--- config.mk ---
export PLATFORM = sky130hd
export DESIGN_NAME = alu_arbiter_flat
export DESIGN_NICKNAME = d
export VERILOG_FILES = /design/src/rtl/alu_arbiter_pkg.sv /design/src/rtl/alu_arbiter_if.sv /design/src/rtl/alu_arbiter_rr_arb2.sv /design/src/rtl/alu_arbiter.sv /design/src/flat_wrapper.sv
export SDC_FILE = /design/constraint.sdc
export NUM_CORES = 1
export LEC_CHECK = 0
export CORE_AREA = 2 2 122 124
export CTS_CLUSTER_SIZE = 40
export DETAILED_ROUTE_END_ITERATION = 16
export DIE_AREA = 0 0 124 126
export GPL_TIMING_DRIVEN = 0
export PLACE_DENSITY_LB_ADDON = 0.15
export SYNTH_ARGS = -nofsm -noshare
export SYNTH_HDL_FRONTEND = slang
export SYNTH_SLANG_ARGS = --single-unit
export TNS_END_PERCENT = 5
--- constraint.sdc ---
create_clock -name clk -period 1.7 [get_ports clk]
set_input_delay 0.425 -clock clk [delete_from_list [all_inputs] [get_ports clk]]
set_output_delay 0.425 -clock clk [all_outputs]
set_load 0.01 [all_outputs]
--- src/rtl/alu_arbiter_pkg.sv ---
// Shared types and constants for the two-port execute-ALU arbiter.
// Also carries the saturating counter helper used by the optional perf counters.
package alu_arbiter_pkg;

   localparam int ALU_W = 32;

   localparam logic [6:0] OPCODE_OP     = 7'b0110011;
   localparam logic [6:0] OPCODE_OP_IMM = 7'b0010011;
   localparam logic [2:0] F3_ADD_SUB    = 3'b000;
   localparam logic [2:0] F3_XOR        = 3'b100;
   localparam logic [6:0] F7_BASE       = 7'b0000000;
   localparam logic [6:0] F7_ALT        = 7'b0100000;

   typedef enum logic {
      ARB_ID_PIPE = 1'b0,
      ARB_ID_AUX  = 1'b1
   } arb_id_e;

   typedef struct packed {
      logic [6:0]       opcode;
      logic [2:0]       funct3;
      logic [6:0]       funct7;
      logic [ALU_W-1:0] a;
      logic [ALU_W-1:0] b;
   } alu_req_t;

   function automatic logic [15:0] sat_inc(input logic [15:0] v, input logic inc);
      if (inc && (v != 16'hFFFF)) return v + 16'd1;
      return v;
   endfunction

endpackage

--- src/rtl/alu_arbiter_if.sv ---
// Request, ALU and response signal bundle for alu_arbiter.
// slave is the arbiter's view; master is the requester/ALU/consumer side.
interface alu_arbiter_if #(
   parameter int N = 32
);
   import alu_arbiter_pkg::*;

   logic         req0_valid;
   logic         req0_ready;
   logic [6:0]   req0_opcode;
   logic [2:0]   req0_funct3;
   logic [6:0]   req0_funct7;
   logic [N-1:0] req0_a;
   logic [N-1:0] req0_b;

   logic         req1_valid;
   logic         req1_ready;
   logic [6:0]   req1_opcode;
   logic [2:0]   req1_funct3;
   logic [6:0]   req1_funct7;
   logic [N-1:0] req1_a;
   logic [N-1:0] req1_b;

   logic [6:0]   alu_opcode;
   logic [2:0]   alu_funct3;
   logic [6:0]   alu_funct7;
   logic [N-1:0] alu_a;
   logic [N-1:0] alu_b;
   logic         alu_valid;
   logic [N-1:0] alu_result;
   logic         alu_zero;

   logic         rsp_valid;
   logic         rsp_ready;
   arb_id_e      rsp_id;
   logic [N-1:0] rsp_result;
   logic         rsp_zero;

   modport slave (
      input  req0_valid, req0_opcode, req0_funct3, req0_funct7, req0_a, req0_b,
      input  req1_valid, req1_opcode, req1_funct3, req1_funct7, req1_a, req1_b,
      input  alu_result, alu_zero, rsp_ready,
      output req0_ready, req1_ready,
      output alu_opcode, alu_funct3, alu_funct7, alu_a, alu_b, alu_valid,
      output rsp_valid, rsp_id, rsp_result, rsp_zero
   );

   modport master (
      output req0_valid, req0_opcode, req0_funct3, req0_funct7, req0_a, req0_b,
      output req1_valid, req1_opcode, req1_funct3, req1_funct7, req1_a, req1_b,
      output alu_result, alu_zero, rsp_ready,
      input  req0_ready, req1_ready,
      input  alu_opcode, alu_funct3, alu_funct7, alu_a, alu_b, alu_valid,
      input  rsp_valid, rsp_id, rsp_result, rsp_zero
   );

endinterface

--- src/rtl/alu_arbiter_rr_arb2.sv ---
// Two-way round-robin grant with its priority pointer.
// The pointer flips to the other port after every accepted grant.
module rr_arb2
   import alu_arbiter_pkg::*;
(
   input  logic       clk,
   input  logic       rst_n,
   input  logic [1:0] req,
   input  logic       en,
   output logic       gnt_valid,
   output arb_id_e    gnt_id
);

   logic prio;

   always_comb begin
      gnt_id = ARB_ID_PIPE;
      if (req == 2'b11) gnt_id = arb_id_e'(prio);
      else if (req[1])  gnt_id = ARB_ID_AUX;
   end

   assign gnt_valid = en && (|req);

   always_ff @(posedge clk or negedge rst_n) begin
      if (!rst_n)         prio <= 1'b0;
      else if (gnt_valid) prio <= ~gnt_id;
   end

endmodule

--- src/rtl/alu_arbiter.sv ---
// Time-shares the execute ALU between the pipeline (port 0) and aux (port 1) paths.
// Optional perf counters are built when ALU_ARB_PERF_EN is defined.
//
// state     | meaning
// RSP_EMPTY | response register holds nothing; any grant is accepted
// RSP_FULL  | response held stable until rsp_ready; refill allowed on drain
module alu_arbiter
   import alu_arbiter_pkg::*;
#(
   parameter int N = ALU_W
) (
   input  logic        clk,
   input  logic        rst_n,
`ifdef ALU_ARB_PERF_EN
   input  logic        perf_clr,
   output logic [15:0] perf_grant0,
   output logic [15:0] perf_grant1,
   output logic [15:0] perf_conflict,
`endif
   alu_arbiter_if.slave bus
);

   typedef enum logic {RSP_EMPTY, RSP_FULL} rsp_state_e;

   rsp_state_e   state, state_nxt;
   logic         can_accept;
   logic         accept;
   arb_id_e      gnt_id;
   alu_req_t     req0, req1, gnt_req;
   arb_id_e      rsp_id_q;
   logic [N-1:0] rsp_result_q;
   logic         rsp_zero_q;

   // Gating with rst_n keeps ready low while reset is held.
   assign can_accept = rst_n && ((state == RSP_EMPTY) || bus.rsp_ready);

   assign req0 = '{bus.req0_opcode, bus.req0_funct3, bus.req0_funct7, bus.req0_a, bus.req0_b};
   assign req1 = '{bus.req1_opcode, bus.req1_funct3, bus.req1_funct7, bus.req1_a, bus.req1_b};

   rr_arb2 u_rr_arb2 (
      .clk       (clk),
      .rst_n     (rst_n),
      .req       ({bus.req1_valid, bus.req0_valid}),
      .en        (can_accept),
      .gnt_valid (accept),
      .gnt_id    (gnt_id)
   );

   always_comb begin
      gnt_req = '0;
      if (accept) gnt_req = (gnt_id == ARB_ID_AUX) ? req1 : req0;
   end

   assign bus.req0_ready = accept && (gnt_id == ARB_ID_PIPE);
   assign bus.req1_ready = accept && (gnt_id == ARB_ID_AUX);
   assign bus.alu_opcode = gnt_req.opcode;
   assign bus.alu_funct3 = gnt_req.funct3;
   assign bus.alu_funct7 = gnt_req.funct7;
   assign bus.alu_a      = gnt_req.a;
   assign bus.alu_b      = gnt_req.b;
   assign bus.alu_valid  = accept;

   always_comb begin
      state_nxt = state;
      case (state)
         RSP_EMPTY: if (accept) state_nxt = RSP_FULL;
         RSP_FULL:  if (!accept && bus.rsp_ready) state_nxt = RSP_EMPTY;
         default:   state_nxt = RSP_EMPTY;
      endcase
   end

   always_ff @(posedge clk or negedge rst_n) begin
      if (!rst_n) begin
         state        <= RSP_EMPTY;
         rsp_id_q     <= ARB_ID_PIPE;
         rsp_result_q <= '0;
         rsp_zero_q   <= 1'b0;
      end else begin
         state <= state_nxt;
         if (accept) begin
            rsp_id_q     <= gnt_id;
            rsp_result_q <= bus.alu_result;
            rsp_zero_q   <= bus.alu_zero;
         end
      end
   end

   assign bus.rsp_valid  = (state == RSP_FULL);
   assign bus.rsp_id     = rsp_id_q;
   assign bus.rsp_result = rsp_result_q;
   assign bus.rsp_zero   = rsp_zero_q;

`ifdef ALU_ARB_PERF_EN
   logic conflict;

   assign conflict = bus.req0_valid && bus.req1_valid && can_accept;

   always_ff @(posedge clk or negedge rst_n) begin
      if (!rst_n) begin
         perf_grant0   <= '0;
         perf_grant1   <= '0;
         perf_conflict <= '0;
      end else if (perf_clr) begin
         perf_grant0   <= '0;
         perf_grant1   <= '0;
         perf_conflict <= '0;
      end else begin
         perf_grant0   <= sat_inc(perf_grant0, bus.req0_ready);
         perf_grant1   <= sat_inc(perf_grant1, bus.req1_ready);
         perf_conflict <= sat_inc(perf_conflict, conflict);
      end
   end
`endif

endmodule

--- src/flat_wrapper.sv ---
// flat-port wrapper written by rule: the top's interface ports become plain ports
module alu_arbiter_flat import alu_arbiter_pkg::*;
#(
   parameter int N = ALU_W
)
  (clk, rst_n, bus_req0_valid, bus_req0_opcode, bus_req0_funct3, bus_req0_funct7, bus_req0_a, bus_req0_b, bus_req1_valid, bus_req1_opcode, bus_req1_funct3, bus_req1_funct7, bus_req1_a, bus_req1_b, bus_alu_result, bus_alu_zero, bus_rsp_ready, bus_req0_ready, bus_req1_ready, bus_alu_opcode, bus_alu_funct3, bus_alu_funct7, bus_alu_a, bus_alu_b, bus_alu_valid, bus_rsp_valid, bus_rsp_id, bus_rsp_result, bus_rsp_zero);
  alu_arbiter_if #(.N(N)) bus_i ();
  input  logic clk;
  input  logic rst_n;
  input wire logic [$bits(bus_i.req0_valid)-1:0] bus_req0_valid;
  input wire logic [$bits(bus_i.req0_opcode)-1:0] bus_req0_opcode;
  input wire logic [$bits(bus_i.req0_funct3)-1:0] bus_req0_funct3;
  input wire logic [$bits(bus_i.req0_funct7)-1:0] bus_req0_funct7;
  input wire logic [$bits(bus_i.req0_a)-1:0] bus_req0_a;
  input wire logic [$bits(bus_i.req0_b)-1:0] bus_req0_b;
  input wire logic [$bits(bus_i.req1_valid)-1:0] bus_req1_valid;
  input wire logic [$bits(bus_i.req1_opcode)-1:0] bus_req1_opcode;
  input wire logic [$bits(bus_i.req1_funct3)-1:0] bus_req1_funct3;
  input wire logic [$bits(bus_i.req1_funct7)-1:0] bus_req1_funct7;
  input wire logic [$bits(bus_i.req1_a)-1:0] bus_req1_a;
  input wire logic [$bits(bus_i.req1_b)-1:0] bus_req1_b;
  input wire logic [$bits(bus_i.alu_result)-1:0] bus_alu_result;
  input wire logic [$bits(bus_i.alu_zero)-1:0] bus_alu_zero;
  input wire logic [$bits(bus_i.rsp_ready)-1:0] bus_rsp_ready;
  output wire logic [$bits(bus_i.req0_ready)-1:0] bus_req0_ready;
  output wire logic [$bits(bus_i.req1_ready)-1:0] bus_req1_ready;
  output wire logic [$bits(bus_i.alu_opcode)-1:0] bus_alu_opcode;
  output wire logic [$bits(bus_i.alu_funct3)-1:0] bus_alu_funct3;
  output wire logic [$bits(bus_i.alu_funct7)-1:0] bus_alu_funct7;
  output wire logic [$bits(bus_i.alu_a)-1:0] bus_alu_a;
  output wire logic [$bits(bus_i.alu_b)-1:0] bus_alu_b;
  output wire logic [$bits(bus_i.alu_valid)-1:0] bus_alu_valid;
  output wire logic [$bits(bus_i.rsp_valid)-1:0] bus_rsp_valid;
  output wire logic [$bits(bus_i.rsp_id)-1:0] bus_rsp_id;
  output wire logic [$bits(bus_i.rsp_result)-1:0] bus_rsp_result;
  output wire logic [$bits(bus_i.rsp_zero)-1:0] bus_rsp_zero;
  assign bus_i.req0_valid = bus_req0_valid;
  assign bus_i.req0_opcode = bus_req0_opcode;
  assign bus_i.req0_funct3 = bus_req0_funct3;
  assign bus_i.req0_funct7 = bus_req0_funct7;
  assign bus_i.req0_a = bus_req0_a;
  assign bus_i.req0_b = bus_req0_b;
  assign bus_i.req1_valid = bus_req1_valid;
  assign bus_i.req1_opcode = bus_req1_opcode;
  assign bus_i.req1_funct3 = bus_req1_funct3;
  assign bus_i.req1_funct7 = bus_req1_funct7;
  assign bus_i.req1_a = bus_req1_a;
  assign bus_i.req1_b = bus_req1_b;
  assign bus_i.alu_result = bus_alu_result;
  assign bus_i.alu_zero = bus_alu_zero;
  assign bus_i.rsp_ready = bus_rsp_ready;
  assign bus_req0_ready = bus_i.req0_ready;
  assign bus_req1_ready = bus_i.req1_ready;
  assign bus_alu_opcode = bus_i.alu_opcode;
  assign bus_alu_funct3 = bus_i.alu_funct3;
  assign bus_alu_funct7 = bus_i.alu_funct7;
  assign bus_alu_a = bus_i.alu_a;
  assign bus_alu_b = bus_i.alu_b;
  assign bus_alu_valid = bus_i.alu_valid;
  assign bus_rsp_valid = bus_i.rsp_valid;
  assign bus_rsp_id = bus_i.rsp_id;
  assign bus_rsp_result = bus_i.rsp_result;
  assign bus_rsp_zero = bus_i.rsp_zero;
  alu_arbiter #(.N(N)) u_core (.clk(clk), .rst_n(rst_n), .bus(bus_i));
endmodule
==> After elaboration in Yosys (flattened, before gate mapping) <==
Cells that the tools add are included.
{ "classes": {"bitwise_logic": 2, "n_eq_ne": 1, "shift": 0, "mux": 7, "n_reduce_logical": 8, "addsub": 0, "div": 0, "magnitude_cmp": 0, "n_mul": 0} }
{ "op_table": {"columns": ["operator", "n"], "rows": [
  ["81-bit 2-to-1 mux", 2],
  ["1-bit logical AND", 5],
  ["1-bit 2-to-1 mux", 4],
  ["2-bit == test (second input constant)", 1],
  ["1-bit NOT", 2],
  ["1-bit case mux with 2 select lines", 1],
  ["2-bit OR reduction", 1],
  ["1-bit logical NOT", 1],
  ["1-bit logical OR", 1]
]} }
{ "totals": {"memories": 0, "regBits": 36, "ramBits": 0, "latchBits": 0, "in_bits": 200, "mem_bits_ro": 0, "wordCells": 23, "output_inout_bits": 119} }

==> Depth between registers and ports, before layout <==
{ "logic_depth": {"depth_word": 8, "depth_mapped": 5, "depth_no_buf": 3} }

==> Hierarchy <==
Synthesis repeated with hierarchy kept, for this count alone.
{ "hier_totals": {"hier_cells": 265, "area_unflattened_um2": 2892.8} }
{ "modules_own_cells": {"columns": ["module", "n_inst", "area_per_inst_um2", "seq_area_each_um2", "cells_each"], "rows": [
  ["alu_arbiter", 1, 2837.7, 875.8, 259],
  ["rr_arb2", 1, 55.1, 25.0, 6]
]} }

==> Least setup slack after synthesis <==
Ideal clock, no wire load.
{ "synth_path": {"path_type": "in2out", "start": "input bus_rsp_ready", "end": "output bus_alu_a[0]", "path_buffers": 2, "arrival_time_ns": 1.271, "path_stages": 5, "t_required_ns": 1.275, "setup_slack_ns": 0.004, "path_cell_list": "nand2b_4 and4_4 buf_6 buf_2 a22o_1"} }
{ "synth_via": {"elab_chain_cells": 4} }
{ "synth_lines": {"columns": ["item", "line", "text"], "rows": [
  ["start: declaration", "flat_wrapper.sv:24", "input wire logic [$bits(bus_i.rsp_ready)-1:0] bus_rsp_ready;"],
  ["1-bit logical OR", "alu_arbiter.sv:35", "assign can_accept = rst_n && ((state == RSP_EMPTY) || bus.rsp_ready);"],
  ["1-bit logical AND", "alu_arbiter.sv:35", null],
  ["1-bit logical AND", "alu_arbiter_rr_arb2.sv:22", "assign gnt_valid = en && (|req);"],
  ["81-bit 2-to-1 mux", "alu_arbiter.sv:51", "if (accept) gnt_req = (gnt_id == ARB_ID_AUX) ? req1 : req0;"],
  ["end: declaration", "flat_wrapper.sv:30", "output wire logic [$bits(bus_i.alu_a)-1:0] bus_alu_a;"]
]} }
Every way passes these cells.

==> Final worst setup path <==
{ "layout_path": {"start": "register u_core.u_rr_arb2.prio", "end": "output bus_alu_b[23]"} }
{ "layout_via": {"elab_chain_cells": 3} }
{ "layout_lines": {"columns": ["item", "line", "text"], "rows": [
  ["start: declaration", "alu_arbiter_rr_arb2.sv:14", "logic prio;"],
  ["start signal: assignment", "alu_arbiter_rr_arb2.sv:26", "else if (gnt_valid) prio <= ~gnt_id;"],
  ["1-bit 2-to-1 mux", "alu_arbiter_rr_arb2.sv:18", "if (req == 2'b11) gnt_id = arb_id_e'(prio);"],
  ["81-bit 2-to-1 mux (2 in series)", "alu_arbiter.sv:51", null],
  ["end: declaration", "flat_wrapper.sv:31", "output wire logic [$bits(bus_i.alu_b)-1:0] bus_alu_b;"]
]} }
Every way passes these cells.

==> metrics <==
Crit. End Element output pin; Worst EP required 1.27 ns; pwr dens 649.1 nW/um2; starting density of the core 0.1616; final worst slack -0.4386 ns; CP max stage delay 0.40 ns; critical path class flip-flop to output pin; RSZ-0062 raised after global routing yes; met3 usage 0.05661; Antenna Violating Nets Remaining 0; Synth area leader dfrtp_1; Die Wd 124 um; placed instance area 5722 um2; Synth Area in Adders 0; Core Area 14310 um2; crit-path most repeated cell buf_6; Cell variety after synth 16; Max Clock Freq 467.6 MHz; routed len/inst 19.31 um; Most used DFF post-synth dfrtp_1; top cell type's share of synthesized area 0.3894; cell row count 44; Max-cap violations 0; Die H 126 um; Mapped Cells 182; post-synthesis compound-gate area fraction 0.3223; total number of vias 3070; post-synthesis mux area share 0.2044; reg2reg setup slack 0.06 ns; Post-synth EDFFs 0; Nets 722; filler cell count 1448; area delta synth->final 156.5%; hold crit path type primary input to async pin; largest fanout on the critical path 5; # port buffers 318; Worst-path clk slew 0.06 ns; CTS root buf clkbuf_16; Slew Viols, Final 0; peak-usage layer in the global routing report met2; worst vdd ir 0.5336 mV; DR DRC count 0; largest net degree at the start of global routing 25; Worst Tran Pin Value 0.5986 ns; Post-synth ARST share 1.000; synthesized net count 382; hold violation count in the final report 0; Post-Syn Area per Cell 12.71 um2; Final GP Congestion 0.9190; Pleak 2.678 nW; fin crit period 2.139 ns; vias in the first global route 3232; gr usage total 0.1638; final period utilization 1.258; HPWL Detailed 10.88 mm; DRT iter0 DRCs 125; clock tree buffer depth 2; GRT Residual Overflow 0; total die area 15620 um2; crit path DAT 1.71 ns; xor/xnor share of the synthesized area 0; initial antenna violation count 3; Synth area leaders dfrtp_1, a22o_1, mux2_4; largest family of logic cells by synthesized area compound AO/OA/AOI/OAI gates; Slew headroom 0.5996; setup violators final 84; clk_skew 0.006266 ns; status finished with violations; Synth Cell Area 2313 um2; grt met2 use 0.2864; Clock Latency Late Sink 0.27 ns; simple-gate area share of the yosys netlist 0.01677; flops & latches, synth 36; Ant. Diodes 0; vias per std cell 4.348; grt met1 use 0.1906; top-count cell post-synth a22o_1; Finished Core Util 0.4146; CTS tree done; Yosys warnings 0; first-pass GRT wire length 19.22 mm; top post-synthesis cells by count a22o_1, dfrtp_1, mux2_4; Ports 319; layout cell share with drive strength beyond 1 0.3180; post-route cell area 5934 um2; final wirelength 13.63 mm; DRT Pass-1 Iters 4; Slowest-stage cell, CP dfrtp_1; register area share after synthesis 0.3894; H-Tree Depth 2; clock sink total 36; worst path cell trace o2111a_2, buf_6, buf_6, buf_6, a22o_1, buf_2; Final Power 3.852 mW; Critical Path Start Type flip-flop; failing checks negative setup slack; CTS Buf Count 5
[flip-flops by register name (all words and copies together) (netlist names)]
register,count
u_core.bus.rsp_id,1
u_core.bus.rsp_result,32
u_core.bus.rsp_valid,1
u_core.bus.rsp_zero,1
u_core.u_rr_arb2.prio,1
[layer usage]
| layer | up-vias | wire length [um] | share of wire |
|---|---|---|---|
| met5 | - | 29 | 0.0021 |
| met4 | 4 | 280 | 0.021 |
| met1 | 1439 | 5208 | 0.38 |
| li1 | 1417 | - | - |
| met2 | 188 | 6720 | 0.49 |
| met3 | 22 | 1391 | 0.10 |
[critical path: cells and delay by family, from the launching register on]
family / cells / cell delay (ns)
AO/OA/AOI/OAI: 2 / 0.50
buffers and inverters: 4 / 0.54
flip-flops: 1 / 0.40
[repair_timing]
item                       CTS  global route
buffers inserted             6             1
hold buffers                 2             0
resized for setup          422            11
pin swaps                   30             8
cloned                       6             0
hold endpoints to repair    12             0
setup endpoints to repair  120            85
[cell families after synthesis]
family | Yosys count
AOI/OAI and AO/OA | 85
buffers and inverters | 23
DFF | 36
muxes | 33
and+or+nand+nor | 5
[cell type report]
cell class / instances / area (um2) / share of cell area
tap: 184 / 230.2 / 0.03879
sequential: 36 / 900.9 / 0.1518
timing repair buffer: 333 / 3083 / 0.5195
inverter: 1 / 3.754 / 0.0006325
multi-input combinational: 123 / 1259 / 0.2121
clock buffer: 7 / 152.6 / 0.02572
buffer: 22 / 305.3 / 0.05144
[final timing paths]
| kind | to | cells after the start | start |
|---|---|---|---|
| worst max register to register | u_core.bus.rsp_result[23] | 7 | u_core.bus.rsp_valid |
| worst min-delay path | u_core.bus.rsp_result[3] | 2 | rst_n |
| worst max-delay path | bus_alu_b[23] | 6 | u_core.u_rr_arb2.prio |
| min in group clk | u_core.bus.rsp_valid | 3 | rst_n |
| worst min register to register | u_core.bus.rsp_zero | 1 | u_core.bus.rsp_zero |
| max in group asynchronous | u_core.bus.rsp_result[22] | 2 | rst_n |
[placed cells by master, fill, tap and decap left out]
| cell type | n |
|---|---|
| inv_1 | 1 |
| nand2b_4 | 1 |
| clkbuf_8 | 2 |
| buf_2 | 61 |
| o21ba_2 | 2 |
| dfrtp_1 | 36 |
| buf_8 | 7 |
| clkbuf_16 | 5 |
| dlygate4sd2_1 | 2 |
| buf_12 | 6 |
| and4_4 | 1 |
| mux2_2 | 6 |
| dlymetal6s2s_1 | 1 |
| clkdlybuf4s50_1 | 228 |
| dlygate4sd3_1 | 1 |
| mux2_4 | 27 |
| buf_4 | 8 |
| a22o_1 | 81 |
| buf_16 | 1 |
| o21ai_1 | 1 |
| o2111a_2 | 1 |
| clkdlybuf4s15_1 | 2 |
| clkdlybuf4s15_2 | 2 |
| nor2b_1 | 1 |
| buf_6 | 36 |
| nand2_1 | 2 |
[stage by stage]
stage	std cells	setup TNS (ns)	hold slack (ns)	setup slack, ns
floorplan	182	0	0.1294	0.004451
global placement	684	-298.15	0.4922	-2.636
detailed placement	684	-140.50	0.4955	-1.575
CTS	705	-30.46	0.07678	-0.4653
global route	706	-35.03	0.07708	-0.5139
finish	706	-28.16	0.07047	-0.4386
[power by group]
part           switching [mW]  leakage [nW]  internal (mW)  total [mW]
Clock                   0.333        0.0760          0.615       0.948
Combinational           0.610          2.18           1.20        1.81
Sequential             0.0860         0.420           1.01        1.10
Total                    1.03          2.68           2.82        3.85
Power figures use the tool's default switching activity.
